<file path="config.mk">
export PLATFORM = sky130hd
export DESIGN_NAME = pipe_stage_skid
export DESIGN_NICKNAME = d
export VERILOG_FILES = /design/src/rtl/pipe_stage_skid.sv
export SDC_FILE = /design/constraint.sdc
export NUM_CORES = 1
export LEC_CHECK = 0
export ABC_AREA = 1
export CORE_ASPECT_RATIO = 1.75
export CORE_MARGIN = 3
export CORE_UTILIZATION = 52
export CTS_CLUSTER_DIAMETER = 80
export DETAILED_ROUTE_END_ITERATION = 12
export PLACE_DENSITY_LB_ADDON = 0.12
export SLEW_MARGIN = 20
export SYNTH_ARGS = -nofsm -noshare
export SYNTH_HDL_FRONTEND = slang
export SYNTH_SLANG_ARGS = --single-unit
</file>
<file path="constraint.sdc">
create_clock -name clk -period 4.3 [get_ports clk]
set_input_delay 0.86 -clock clk [delete_from_list [all_inputs] [get_ports clk]]
set_output_delay 0.86 -clock clk [all_outputs]
set_load 0.05 [all_outputs]
</file>
<file path="src/rtl/pipe_stage_skid.sv">
// Two-entry skid-buffered pipeline stage with valid/ready handshakes on
// both sides, synchronous flush and a saturating stall-cycle counter.
// in_ready and out_valid decode only the state register, so downstream
// back-pressure never reaches upstream through combinational logic.
module pipe_stage_skid #(
    parameter int               WIDTH     = 32,
    parameter logic [WIDTH-1:0] FLUSH_VAL = '0,
    parameter int               CNT_W     = 16
) (
    input  logic             clk,
    input  logic             reset,
    input  logic             flush,
    input  logic             in_valid,
    output logic             in_ready,
    input  logic [WIDTH-1:0] in_data,
    output logic             out_valid,
    input  logic             out_ready,
    output logic [WIDTH-1:0] out_data,
    output logic [1:0]       occupancy,
    output logic [CNT_W-1:0] stall_cnt,
    input  logic             stall_clr
);

    // State encoding doubles as the occupancy count.
    typedef enum logic [1:0] {
        ST_EMPTY = 2'd0,
        ST_ONE   = 2'd1,
        ST_FULL  = 2'd2
    } state_t;

    state_t           r_state;
    logic [WIDTH-1:0] r_head;
    logic [WIDTH-1:0] r_skid;
    logic [CNT_W-1:0] r_stall;

    logic             w_accept;
    logic             w_emit;
    logic             w_stalled;

    // Increment that sticks at all-ones instead of wrapping.
    function automatic logic [CNT_W-1:0] sat_inc(input logic [CNT_W-1:0] v);
        return (&v) ? v : v + 1'b1;
    endfunction

    // Handshake decode; all flow-control outputs come straight from r_state.
    always_comb begin
        in_ready  = (r_state != ST_FULL);
        out_valid = (r_state != ST_EMPTY);
        occupancy = r_state;
        out_data  = r_head;
        stall_cnt = r_stall;
        w_accept  = in_valid & in_ready;
        w_emit    = out_valid & out_ready;
        w_stalled = out_valid & ~out_ready;
    end

    // Occupancy FSM and entry registers. The head is reloaded with FLUSH_VAL
    // whenever the stage drains, so out_data never shows a consumed word.
    always_ff @(posedge clk or negedge reset) begin
        if (!reset) begin
            r_state <= ST_EMPTY;
            r_head  <= FLUSH_VAL;
            r_skid  <= FLUSH_VAL;
        end else if (flush) begin
            r_state <= ST_EMPTY;
            r_head  <= FLUSH_VAL;
            r_skid  <= FLUSH_VAL;
        end else begin
            case (r_state)
                ST_EMPTY: begin
                    if (w_accept) begin
                        r_head  <= in_data;
                        r_state <= ST_ONE;
                    end
                end
                ST_ONE: begin
                    if (w_accept && w_emit) begin
                        r_head  <= in_data;
                    end else if (w_accept) begin
                        r_skid  <= in_data;
                        r_state <= ST_FULL;
                    end else if (w_emit) begin
                        r_head  <= FLUSH_VAL;
                        r_state <= ST_EMPTY;
                    end
                end
                ST_FULL: begin
                    if (w_emit) begin
                        r_head  <= r_skid;
                        r_skid  <= FLUSH_VAL;
                        r_state <= ST_ONE;
                    end
                end
                default: begin
                    r_state <= ST_EMPTY;
                    r_head  <= FLUSH_VAL;
                    r_skid  <= FLUSH_VAL;
                end
            endcase
        end
    end

    // Stall-cycle counter: clear wins, flush leaves it alone.
    always_ff @(posedge clk or negedge reset) begin
        if (!reset) begin
            r_stall <= '0;
        end else if (stall_clr) begin
            r_stall <= '0;
        end else if (w_stalled) begin
            r_stall <= sat_inc(r_stall);
        end
    end

endmodule
</file>
==> key figures <==
Routing
  – Post-Route WL: between 10 and 15 mm
  – WL/cell: about 16 um
  – Avg Vias per Cell: between 5 and 6
  – Router iterations before antenna repair: 5
  – DRT antenna net count: 0
  – Residual DRC: 0
  – 1st-iter DRT viols: 306
  – Vias: 4127

Run status
  – Status: completed

Synth
  – Mapped cell area: 4260 sq um
  – Fraction of synthesized area in multiplexers: 0
  – Post-synthesis simple-gate area fraction: 0.309
  – Synth top area share: 0.482
  – Ys flop type: dfrtp_1
  – Async SR Flop Fraction: 1.00
  – Main combinational cell family by area after synthesis: simple AND/OR/NAND/NOR gates
  – Leading area contributor after synthesis: dfrtp_1
  – Mapped Cells: between 500 and 600
  – Area share of fa/ha/maj cells after synthesis: 0.00294
  – Synth cell types: 23
  – Compound-gate portion of the synthesized area: 0.110
  – Area contributors post-synth: dfrtp_1, nand2_1, o21ai_0
  – Syn. warnings: 0
  – #FFs+latches synth: 82
  – Synth Area in XOR/XNOR: 0.0144
  – Synth Net Count: around 600
  – Syn avg cell area: 7.62 sq um
  – Seq/Total Area, Yosys: 0.482
  – Number of synthesized flops with an enable pin: 0

Worst setup path
  – Startpoint Class: primary input
  – Worst Setup EP: r_skid[29]
  – Worst path max stage delay: slightly above 0.5 ns
  – Crit Path Max Fanout: 42
  – Critical Path Sink Type: register
  – CP top delay family: buffers and inverters
  – FF-to-FF setup slack: 2.08 ns
  – CP Depth: 8
  – Crit-path cells: clkdlybuf4s50_1 -> inv_2 -> nand4_1 -> nand2_1 -> nor2_4 -> buf_4 -> nand4_1 -> o21ai_1
  – Critical path's slowest cell: clkdlybuf4s50_1
  – CP Buf/Inv Count: 3
  – Reg2reg start: occupancy[1]
  – Worst Path Required: 4.56 ns
  – CP most frequent cell: nand4_1
  – Worst flop-to-flop path endpoint: out_data[18]
  – R2R depth: 7
  – Crit Path Category: in -> reg
  – Critical Path AT: 3.07 ns
  – CP startpoint: flush

Final layout
  – FF/Latch Area: between 2000 and 2500 sq um
  – Most common cell after layout, fill and taps aside: nand2_1
  – Area Overhead vs Synth: 29.3%
  – N_diodes: 0
  – Layout net count: roughly 670
  – Share of cells above drive strength 1: 0.0470
  – Fillers: 689
  – Final Cell Area: between 5000 and 6000 sq um
  – Area of the multi-input gates: roughly 1900 sq um
  – Most frequent cells in the layout: nand2_1, clkdlybuf4s50_1, dfrtp_1, o21ai_0, inv_1
  – Fin util: 0.692

CTS
  – CTS Sinks: 82
  – Clock Latency Late Sink: approximately 0.34 ns
  – Post-CTS Hold Buffers: 0
  – H-tree levels: 3
  – TritonCTS buffer count: 9
  – TritonCTS clock tree: done
  – CTS Buffer Depth: 2
  – Post-CTS Setup Bufs: 0
  – CTS resizes: 0
  – Clock slew at reported path FFs: 0.06 ns
  – Root Buffer: clkbuf_16

Power and ir drop
  – Total chip power: 2460 uW
  – Power per cell area: around 450 nW/um^2
  – VDD IR max: between 0.3 and 0.4 mV
  – Total leakage power: ~0.0025 uW

GRT
  – Largest net degree at the start of global routing: a little over 80
  – Vias in the first global route: 4089
  – Overall routing resource usage: 0.262
  – First-pass GRT wire length: between 15 and 20 mm
  – GRT overflow: 0
  – Antenna violations before repair: 0

Run
  – Maxcap violations: 0

Timing
  – Peak Freq: roughly 360 MHz
  – Setup Skew: around 0.0041 ns
  – Hold Vio Cnt, Final: 0
  – Slew @ Worst Pin: around 1.1 ns
  – RSZ-0062 raised after global routing: no
  – Final setup viols: 0
  – Fin crit share: 0.654
  – Final Critical Period: around 2.8 ns
  – Post-Route Setup TNS: 0 ns
  – Slew Limit Headroom: 0.270
  – Final Slew Violations: 0
  – WHS: about 0.48 ns

Place
  – Placed cell areas: ~5200 sq um
  – Gpl congestion: roughly 0.9
  – PortBufs: 89
  – Post-DP HPWL: 7.64 mm

Floorplan
  – Vert. Die Dim: ~130 um
  – Die area: a little over 9000 sq um
  – Die Wd: between 70 and 80 um
  – Core outline area: 7960 sq um
  – I/O pin cnt: 90
  – Initial Util: 0.535
  – Standard-cell rows: 43

Min path
  – Worst hold path class: reg -> reg
## Yosys cell counts, types with 2 or more instances
cell type / n
clkbuf_1: 13
inv_1: 51
xnor2_1: 2
nand2_1: 180
nand3_1: 49
nor2_1: 26
dfrtp_1: 82
nor2_2: 3
xor2_1: 5
buf_4: 2
o21bai_1: 3
o21ai_0: 55
o21ai_1: 5
buf_2: 17
o211ai_1: 18
inv_2: 2
nor2_4: 2
nand4_1: 39
## where the power goes
part	total [uW]	internal (uW)	switching, uW
Clock	808	514	295
Combinational	736	230	506
Sequential	913	859	54.6
Total	2460	1600	855
## metal layers
metal  global-route usage  vias to the layer above  wire length, um
met3               0.0503                       26              556
met5                    0                        -                0
met4                0.111                        0              295
li1                     -                     1990                -
met2                0.432                      148             6030
met1                0.327                     1963             4640
## area by class of cell
cell class	instances	area share
Tap cell	90	0.0204
Clock inverter	1	0.00545
Multi-Input combinational cell	391	0.338
Inverter	53	0.0361
Sequential cell	82	0.373
Clock buffer	15	0.0523
Timing Repair Buffer	96	0.175
## kinds of logic after synthesis
family          after synthesis
flops                        82
buf+inv                      86
compound gates               82
simple gates                301
fa+ha+maj                     1
xor+xnor                      7
## through the flow
stage | cells | setup slack (ns)
2_1_floorplan | 559 | 1.86
3_3_place_gp | 711 | 1.32
3_5_place_dp | 711 | 1.20
4_1_cts | 727 | 1.51
5_1_grt | 728 | 1.29
6_report | 728 | 1.49
## how the worst min path moves through the flow
stage	startpoint	endpoint	slack [ns]	depth (start not counted)
4_1_cts	out_data[14]	out_data[14]	0.48	2
5_1_grt	out_data[15]	out_data[15]	0.51	2
3_5_place_dp	out_data[14]	out_data[14]	0.47	2
2_1_floorplan	r_skid[0]	r_skid[0]	0.49	2
3_3_place_gp	out_data[12]	out_data[12]	0.46	2
6_report	out_data[6]	out_data[6]	0.48	2
## worst reg2reg max path: cells and delay by family, from the launching register on
kind	cells	cell delay [ns]
AND/OR/NAND/NOR	5	0.90
buffers and inverters	2	0.72
flip-flops	1	0.55
## flip-flops by register name (all words and copies together), names as in the netlist
register / cells
occupancy: 2
r_skid: 32
out_data: 32
stall_cnt: 16
(Power assumes the default switching activity.)
